### src/rtl/biu_pkg.sv
// Shared constants, encodings and burst-length helpers for the BIU address/data path.
package biu_pkg;

    localparam int DATA_W_DEF   = 32;
    localparam int COL_W_DEF    = 10;
    localparam int ROW_W_DEF    = 13;
    localparam int BANK_W_DEF   = 2;
    localparam int RD_DEPTH_DEF = 8;

    // SDRAM address pin source selected by the control block
    typedef enum logic [1:0] {
        ASEL_PRE  = 2'b00,
        ASEL_COL  = 2'b01,
        ASEL_ROW  = 2'b10,
        ASEL_ROW2 = 2'b11
    } asel_e;

    // Burst length codes (4..6 behave like 8 beats)
    localparam logic [2:0] TB_LEN1 = 3'd0;
    localparam logic [2:0] TB_LEN2 = 3'd1;
    localparam logic [2:0] TB_LEN4 = 3'd2;
    localparam logic [2:0] TB_LEN8 = 3'd3;
    localparam logic [2:0] TB_FULL = 3'd7;

    // Beats per burst; full page uses 8 for beat ordering purposes
    function automatic logic [3:0] burst_len(input logic [2:0] tb);
        logic [3:0] len;
        case (tb)
            TB_LEN1: len = 4'd1;
            TB_LEN2: len = 4'd2;
            TB_LEN4: len = 4'd4;
            default: len = 4'd8;
        endcase
        return len;
    endfunction

    // Low-bit mask (L-1) used for wrapping the beat offset
    function automatic logic [2:0] burst_mask(input logic [2:0] tb);
        logic [3:0] m;
        m = burst_len(tb) - 4'd1;
        return m[2:0];
    endfunction

endpackage

### src/rtl/biu_rd_fifo.sv
// First-word-fall-through read-beat FIFO with sticky overflow flag.
module biu_rd_fifo
    import biu_pkg::*;
#(
    parameter int WIDTH = DATA_W_DEF,
    parameter int DEPTH = RD_DEPTH_DEF
) (
    input  logic                     i_clk,
    input  logic                     i_rst,
    input  logic                     i_en,
    input  logic                     i_push,
    input  logic                     i_pop,
    input  logic                     i_ovf_clr,
    input  logic [WIDTH-1:0]         i_wdata,
    output logic [WIDTH-1:0]         o_rdata,
    output logic                     o_empty,
    output logic [$clog2(DEPTH):0]   o_count,
    output logic                     o_ovf
);

    localparam int AW = $clog2(DEPTH);
    localparam int CW = AW + 1;
    localparam logic [CW-1:0] FULL_CNT = CW'(DEPTH);
    localparam logic [AW-1:0] PTR_ONE  = {{(AW-1){1'b0}}, 1'b1};
    localparam logic [CW-1:0] CNT_ONE  = {{(CW-1){1'b0}}, 1'b1};

    logic [WIDTH-1:0] r_mem [DEPTH];
    logic [AW-1:0]    r_wr_ptr;
    logic [AW-1:0]    r_rd_ptr;
    logic [CW-1:0]    r_count;
    logic             r_ovf;

    logic w_full;
    logic w_empty;
    logic w_do_pop;
    logic w_do_push;

    assign w_full    = (r_count == FULL_CNT);
    assign w_empty   = (r_count == {CW{1'b0}});
    // A pop on empty is ignored; a push on full only lands if a pop frees a slot
    assign w_do_pop  = i_en & i_pop & ~w_empty;
    assign w_do_push = i_en & i_push & (~w_full | w_do_pop);

    // Storage write; contents need no reset because the head is masked while empty
    always_ff @(posedge i_clk) begin
        if (w_do_push && !i_rst) begin
            r_mem[r_wr_ptr] <= i_wdata;
        end
    end

    // Pointers and occupancy counter
    always_ff @(posedge i_clk) begin
        if (i_rst) begin
            r_wr_ptr <= {AW{1'b0}};
            r_rd_ptr <= {AW{1'b0}};
            r_count  <= {CW{1'b0}};
        end else begin
            if (w_do_push) r_wr_ptr <= r_wr_ptr + PTR_ONE;
            else           r_wr_ptr <= r_wr_ptr;
            if (w_do_pop)  r_rd_ptr <= r_rd_ptr + PTR_ONE;
            else           r_rd_ptr <= r_rd_ptr;
            case ({w_do_push, w_do_pop})
                2'b10:   r_count <= r_count + CNT_ONE;
                2'b01:   r_count <= r_count - CNT_ONE;
                default: r_count <= r_count;
            endcase
        end
    end

    // Sticky overflow: a dropped beat sets it, only reset or the clear input removes it
    always_ff @(posedge i_clk) begin
        if (i_rst) begin
            r_ovf <= 1'b0;
        end else if (i_en && i_ovf_clr) begin
            r_ovf <= 1'b0;
        end else if (i_en && i_push && w_full && !w_do_pop) begin
            r_ovf <= 1'b1;
        end else begin
            r_ovf <= r_ovf;
        end
    end

    assign o_rdata = w_empty ? {WIDTH{1'b0}} : r_mem[r_rd_ptr];
    assign o_empty = w_empty;
    assign o_count = r_count;
    assign o_ovf   = r_ovf;

endmodule

### src/rtl/biu_datapath.sv
// BIU address/data path: address latch and split, SDRAM address muxing,
// write-data gating, burst beat ordering and the read-beat FIFO.
module biu_datapath
    import biu_pkg::*;
#(
    parameter int DATA_W   = DATA_W_DEF,
    parameter int COL_W    = COL_W_DEF,
    parameter int ROW_W    = ROW_W_DEF,
    parameter int BANK_W   = BANK_W_DEF,
    parameter int RD_DEPTH = RD_DEPTH_DEF
) (
    input  logic                        Clk,
    input  logic                        Rst,
    input  logic                        En,
    input  logic                        StoreReg,
    input  logic [1:0]                  AddrSel,
    input  logic                        EnRdata,
    input  logic                        EnWdata,
    input  logic                        addr_mode,
    input  logic [2:0]                  tburst,
    input  logic [31:0]                 AddrIn,
    input  logic [DATA_W-1:0]           DataIn,
    input  logic [DATA_W-1:0]           SdramDqIn,
    input  logic                        RdPop,
    output logic [ROW_W-1:0]            SdramAddr,
    output logic [BANK_W-1:0]           SdramBa,
    output logic [DATA_W-1:0]           SdramDqOut,
    output logic                        SdramDqOe,
    output logic [2:0]                  BurstIdx,
    output logic                        BurstDone,
    output logic [DATA_W-1:0]           RdData,
    output logic                        RdEmpty,
    output logic [$clog2(RD_DEPTH):0]   RdCount,
    output logic                        RdOvf
);

    localparam int ADDR_USED = COL_W + ROW_W + BANK_W;
    localparam int A10_BIT   = 10;

    logic [ADDR_USED-1:0] r_addr;
    logic [2:0]           r_cnt;

    logic [COL_W-1:0]  w_col;
    logic [ROW_W-1:0]  w_row;
    logic [ROW_W-1:0]  w_sdram_addr;
    logic [2:0]        w_c3;
    logic [2:0]        w_mask;
    logic              w_full_page;
    logic              w_beat;
    logic              w_last;
    logic              w_unused_addr;

    // Address bits above the bank field carry no meaning here
    assign w_unused_addr = ^AddrIn[31:ADDR_USED];

    assign w_col   = r_addr[COL_W-1:0];
    assign w_row   = r_addr[COL_W+ROW_W-1:COL_W];
    assign SdramBa = r_addr[ADDR_USED-1:COL_W+ROW_W];

    // Master address latch
    always_ff @(posedge Clk) begin
        if (Rst) begin
            r_addr <= {ADDR_USED{1'b0}};
        end else if (En && StoreReg) begin
            r_addr <= AddrIn[ADDR_USED-1:0];
        end else begin
            r_addr <= r_addr;
        end
    end

    // SDRAM A-pin source: row, column with A10 low, or precharge-all with only A10 high
    always_comb begin
        w_sdram_addr = {ROW_W{1'b0}};
        case (AddrSel)
            ASEL_ROW, ASEL_ROW2: w_sdram_addr = w_row;
            ASEL_COL:            w_sdram_addr[COL_W-1:0] = w_col;
            ASEL_PRE:            w_sdram_addr[A10_BIT] = 1'b1;
            default:             w_sdram_addr = w_row;
        endcase
    end
    assign SdramAddr = w_sdram_addr;

    // Write data only reaches the pins while a write beat is being driven
    assign SdramDqOe  = En & EnWdata;
    assign SdramDqOut = (En && EnWdata) ? DataIn : {DATA_W{1'b0}};

    assign w_beat      = En & (EnRdata | EnWdata);
    assign w_mask      = burst_mask(tburst);
    assign w_full_page = (tburst == TB_FULL);
    assign w_last      = ~w_full_page & (r_cnt == w_mask);
    assign BurstDone   = w_beat & w_last;

    // Beat counter: cleared by a new address, returns to 0 after the last beat
    always_ff @(posedge Clk) begin
        if (Rst) begin
            r_cnt <= 3'd0;
        end else if (En && StoreReg) begin
            r_cnt <= 3'd0;
        end else if (w_beat) begin
            if (w_last) r_cnt <= 3'd0;
            else        r_cnt <= r_cnt + 3'd1;
        end else begin
            r_cnt <= r_cnt;
        end
    end

    // Beat offset: wrap within the burst-aligned block starting at the column offset
    always_comb begin
        w_c3 = w_col[2:0];
        if (addr_mode) begin
            BurstIdx = (w_c3 & ~w_mask) | ((w_c3 ^ r_cnt) & w_mask);
        end else begin
            BurstIdx = (w_c3 & ~w_mask) | ((w_c3 + r_cnt) & w_mask);
        end
    end

    biu_rd_fifo #(
        .WIDTH (DATA_W),
        .DEPTH (RD_DEPTH)
    ) u_rd_fifo (
        .i_clk     (Clk),
        .i_rst     (Rst),
        .i_en      (En),
        .i_push    (EnRdata),
        .i_pop     (RdPop),
        .i_ovf_clr (StoreReg),
        .i_wdata   (SdramDqIn),
        .o_rdata   (RdData),
        .o_empty   (RdEmpty),
        .o_count   (RdCount),
        .o_ovf     (RdOvf)
    );

endmodule
### config.mk
export PLATFORM = sky130hd
export DESIGN_NAME = biu_datapath
export DESIGN_NICKNAME = d
export VERILOG_FILES = /design/src/rtl/biu_pkg.sv /design/src/rtl/biu_rd_fifo.sv /design/src/rtl/biu_datapath.sv
export SDC_FILE = /design/constraint.sdc
export NUM_CORES = 1
export LEC_CHECK = 0
export ABC_AREA = 0
export ABC_CLOCK_PERIOD_IN_PS = 6950
export CORE_AREA = 2 2 178 180
export CTS_CLUSTER_DIAMETER = 120
export DETAILED_ROUTE_END_ITERATION = 8
export DIE_AREA = 0 0 180 182
export GPL_TIMING_DRIVEN = 0
export RECOVER_POWER = 100
export SYNTH_ARGS = -nofsm -noshare
export SYNTH_HDL_FRONTEND = slang
export SYNTH_SLANG_ARGS = --single-unit
### constraint.sdc
create_clock -name Clk -period 6.95 [get_ports Clk]
set_clock_uncertainty 0.2 [all_clocks]
set_input_delay 2.085 -clock Clk [delete_from_list [all_inputs] [get_ports Clk]]
set_output_delay 2.085 -clock Clk [all_outputs]
set_load 0.05 [all_outputs]
* Yosys cells after proc, flatten, opt, wreduce, memory -nomap -nowiden
Memory sizes are Yosys's and may differ from the RTL's. A register that Yosys moved wholly into a read port is not among the register bits.
Index checks and enable logic that the tools add are counted.
** Cells by class
- Reductions and logical operators :: 14
- Equal/unequal tests :: 10
- Add/sub/neg operators :: 7
- Multiplexer cells :: 13
- Bitwise gates (word level) :: 20
** Operators with widths (number)
- 32-bit 2-to-1 mux :: 2
- 10-bit case mux with 2 select lines :: 1
- 3-bit 2-to-1 mux :: 4
- 3-bit by 1-bit adder with 3-bit output (second input constant) :: 3
- 3-bit bitwise AND :: 3
- 3-bit case mux with 3 select lines :: 1
- 1-bit bitwise AND :: 8
- 4-bit case mux with 2 select lines :: 1
- 2-bit == test (second input constant) :: 3
- 1-bit logical AND :: 6
- 3-bit bitwise OR :: 2
- 4-bit by 1-bit adder with 4-bit output (second input constant) :: 1
- 2-bit by 1-bit == test with 1-bit output (second input constant) :: 2
- 4-bit == test (second input constant) :: 1
- 4-bit zero test :: 1
- 2-bit OR reduction :: 2
- 4-bit by 1-bit subtractor with 4-bit output (second input constant) :: 1
- 3-bit adder :: 1
- 3-bit by 1-bit == test with 1-bit output (second input constant) :: 1
- 3-bit by 2-bit == test with 1-bit output (second input constant) :: 1
- 3-bit == test :: 1
- 3-bit == test (second input constant) :: 1
- 3-bit zero test :: 1
- 1-bit inverter :: 3
- other kinds (10) :: 13
** Word-level totals
- Output and inout port bits :: 90
- Memories :: 1
- Register bits :: 39
- Memory bits (writable) :: 256
** Memory list
- u_rd_fifo.r_mem :: words 8, bits a word 32, read ports 1, clocked after Yosys merged registers in 1, wr ports 1, RTL line biu_rd_fifo.sv:27 : logic [WIDTH-1:0] r_mem [DEPTH];

* Logic depth before layout (Yosys ltp)
- Word-level depth :: 8
- Mapped depth :: 11
- Depth with buffers taken out :: 10

* Modules after synthesis
From an unflattened synthesis, not the netlist that was laid out.
** Second synthesis, totals
- Cells, all modules :: 739
- Area total of the unflattened synthesis :: 12172.9 um^2
** Modules (own cells, without submodules)
- biu_rd_fifo :: cells an instance 494, area each 10423.7 um^2, times used 1
- biu_datapath :: cells an instance 245, area each 1749.2 um^2, times used 1

* Worst setup path before layout
Ideal clock, no wire load.
- Kind :: input -> register
- Start :: in En
- End :: mem u_rd_fifo.r_mem[0][0] (netlist name) (enable)
- Data arrival time :: 5.777 ns
- Setup slack :: 0.472 ns
- Buffers on the path :: 1
- Stages :: 5
- Path through :: buf_2 -> nand2_1 -> a31oi_2 -> nand2b_1 -> nor4_1
** Between the ends
- Longest elaborated chain between the ends :: 7
- Elaborated cells between the ends (all ways) :: 8
** RTL lines
- start: declaration :: RTL line biu_datapath.sv:14 : input logic En,
- 1-bit bitwise AND (2 in series) :: RTL line biu_rd_fifo.sv:41 : assign w_do_pop = i_en & i_pop & ~w_empty;
- 1-bit bitwise OR :: RTL line biu_rd_fifo.sv:42 : assign w_do_push = i_en & i_push & (~w_full | w_do_pop);
- 1-bit bitwise AND (*) :: RTL line biu_rd_fifo.sv:42
- 1-bit logical AND (*) :: RTL line biu_rd_fifo.sv:46 : if (w_do_push && !i_rst) begin
- 1-bit 2-to-1 mux (*) :: RTL line biu_rd_fifo.sv:46
- 1-bit 2-to-1 mux (implied by the code) (*) :: RTL line biu_rd_fifo.sv:47 : r_mem[r_wr_ptr] <= i_wdata;
- end: declaration :: RTL line biu_rd_fifo.sv:27
Mark *: on every way between the ends. The rest lies on a longest branch, timed or not.

* Final worst setup path
- Start :: in En
- End :: out SdramDqOut[22]
** Between the ends
- Longest elaborated chain between the ends :: 2
** RTL lines
- 1-bit logical AND :: RTL line biu_datapath.sv:85 : assign SdramDqOut = (En && EnWdata) ? DataIn : {DATA_W{1'b0}};
- 32-bit 2-to-1 mux :: RTL line biu_datapath.sv:85
- end: declaration :: RTL line biu_datapath.sv:27 : output logic [DATA_W-1:0] SdramDqOut,
Every way passes these cells.

==> reports/metrics.csv <==
metric;value;unit
status;finished with violations;
violations;capacitance limit, slew limit;
syn_inst;727;
cp.required;4.66;ns
num_rows;65;
p_leak;5.23;nW
ff2ff_path_depth;6;
cts_root_buf;clkbuf_16;
finalMaxSlewViolations;134;
die_area;0.0328;mm²
hold_path_depth;2;
finalHoldViolations;0;
ys_ff_latch;298;
syn_area_per_cell;16.7;µm²
wirelength;27700;µm
cap_violations;8;
cts.clk_slew.worst_paths;0.06;ns
fmax;0.148;GHz
powerDensity;260;mW/mm²
syn_nets;846;
ys_warn_count;0;
cp_num_cells;5;
timing.rr.end;u_rd_fifo.r_mem[6][23];
placed_cell_area;0.0148;mm²
vdd_drop_max;175;µV
yosysMostFrequentCell;edfxtp_1;
grt_overflow;0;
critPathBufInv;4;
place_hpwl;18700;µm
final.period_utilization;0.970;
clk_latency;0.54;ns
antenna_found_initial;1;
crit_path_start_kind;input port;
cts_tree;done;
stdcell_count;1391;
grt_pass1_vias;7198;
fin_crit;6.74;ns
seq_area_frac_synth;0.703;
finalSetupViolCount;0;
path_cells;dlygate4sd3_1, clkbuf_1, clkbuf_1, and3_1, dlygate4sd3_1;
die_width;180;µm
synth_edf_count;256;
synth_top_cell_area_share;0.634;
synth_area_leaders;edfxtp_1 63%, mux4_2 12%, dfxtp_1 6.9%;
setup_ws;0.208;ns
final_core_util;0.498;
drtIter0Drc;408;
die_y;182;µm
fin_area;0.0154;mm²
hp-start;r_addr[22];
tightest_slew;1.99;ns
drc;0;
clock-sinks;298;
start_util;0.391;
crit_path_max_incr_delay;0.89;ns
synth_top_cell_by_area;edfxtp_1;
layout-drive-gt1-share;0.128;
place_inst;1335;
regToRegSetupSlack;2.61;ns
rsz0062_at_grt;false;
nNetsFinal;1085;
cts_made_buffers;31;
grt_pass1_wl;42800;µm
io-pin-count;199;
clk_path_buf_depth;3;
min_to;r_addr[22];
slowest_stage;dlygate4sd3_1;
crit_type;in -> out;
htree_levels;1;
routed_via_density;5.02;
cp_max_fo;10;
gp_congestion;0.797;
area_delta_synth_final;27.4;%
num_vias;6981;
dp_slack;-0.0852;ns
n_antenna_cell;0;
synth_flop_cell;edfxtp_1;
port_buffers;190;
ctsHoldBuffers;0;
async_flop_share;0;
synth_common_cells;256 x edfxtp_1, 82 x nand2_1, 63 x mux4_2;
crit_family;buffers and inverters;
synth_area;0.0121;mm²
r2r-start;u_rd_fifo.o_count[1];
slew_headroom;-0.333;
grt_max_degree;25;
hp-class;reg -> reg;
synth_cell_types;48;
arrival;4.46;ns
core;0.0310;mm²
ant_nets;0;
worstSetupEndpointType;output port;
track_usage;0.170;
avgRoutedWirePerCell;19.9;µm
dr.pass1.iters;5;
[how the worst max path moves through the flow]
stage | start | end | slack [ns]
floorplan | En | u_rd_fifo.r_mem[0][0] | 0.47
global placement | En | u_rd_fifo.r_mem[1][18] | -3.36
detailed placement | tburst[2] | BurstDone | -0.09
CTS | tburst[2] | BurstIdx[2] | 0.10
global route | En | SdramDqOut[22] | 0.09
finish | En | SdramDqOut[22] | 0.21
[flip-flops by register name (all words and copies together), names as in the netlist, named ones only]
name	cells
r_addr	25
r_cnt	3
u_rd_fifo.o_count	4
u_rd_fifo.o_ovf	1
u_rd_fifo.r_mem	256
u_rd_fifo.r_rd_ptr	3
u_rd_fifo.r_wr_ptr	3
[timing repair]
item                                    CTS  global route
setup buffers                             0             0
cloned                                    0             0
gates resized for setup                   1             1
endpoints found under the setup margin    1             1
[layout by cell type, fill, tap and decap left out, drive strengths merged, types with 2 or more instances in the layout]
master	synthesis	routed
dlygate4sd3	0	119
mux2i	35	35
clkbuf	24	84
a21o	2	2
a21oi	34	34
buf	21	19
inv	9	10
nand2	82	82
xor2	6	6
mux4	64	64
and2	4	4
clkdlybuf4s50	0	69
a31oi	2	2
dfxtp	42	42
nand2b	2	2
nor4	3	3
nor2b	2	2
nand3	3	3
o21ai	16	16
nor2	53	53
edfxtp	256	256
clkinv	0	13
xnor2	5	5
nor3b	3	3
ha	9	9
o211ai	2	2
and3	33	33
nor3	3	3
[area by class of cell]
type	instances	area, µm²
inverter	9	33.8
multi-input combinational	375	3250
buffer	45	280
clock buffer	41	813
tap	402	503
sequential	298	8530
fill	2647	15500
timing repair buffer	206	1950
clock inverter	15	80.1
[through the flow]
stage	setup TNS, ns	total power [mW]	hold WS (ns)
detailed placement	-0.0852	2.63	0.246
finish	0	4.02	0.250
global placement	-230.43	2.63	0.242
floorplan	0	2.39	0.232
CTS	0	4.10	0.255
global route	0	4.17	0.275
[worst reg2reg max path, cell delays in order (launching register included)]
cell	delay [ns]
dfxtp_1	0.32
buf_2	0.19
nor3_2	0.08
a31oi_1	0.40
nand2b_1	0.23
nor2_1	1.53
clkbuf_1	0.97
[logic make-up after synthesis]
group | count (synthesis) | share of synthesized area
xor+xnor | 11 | 0.00795
compound gates | 61 | 0.0284
simple gates | 193 | 0.0743
flops | 298 | 0.703
buf+inv | 54 | 0.0261
fa+ha+maj | 10 | 0.0109
mux | 100 | 0.149
[per-layer routing]
metal,up-vias,global-route usage,wire (µm)
met5,-,0,13
met4,2,0.0374,468
met3,28,0.0281,1470
met2,218,0.294,13500
met1,3455,0.226,12200
li1,3278,-,-
[power by group]
group	switching (mW)	internal (mW)	total (mW)
combinational	0.367	0.215	0.582
sequential	0.0113	1.96	1.97
clock	0.649	0.819	1.47
total	1.03	2.99	4.02
Power figures use the tool's default switching activity.
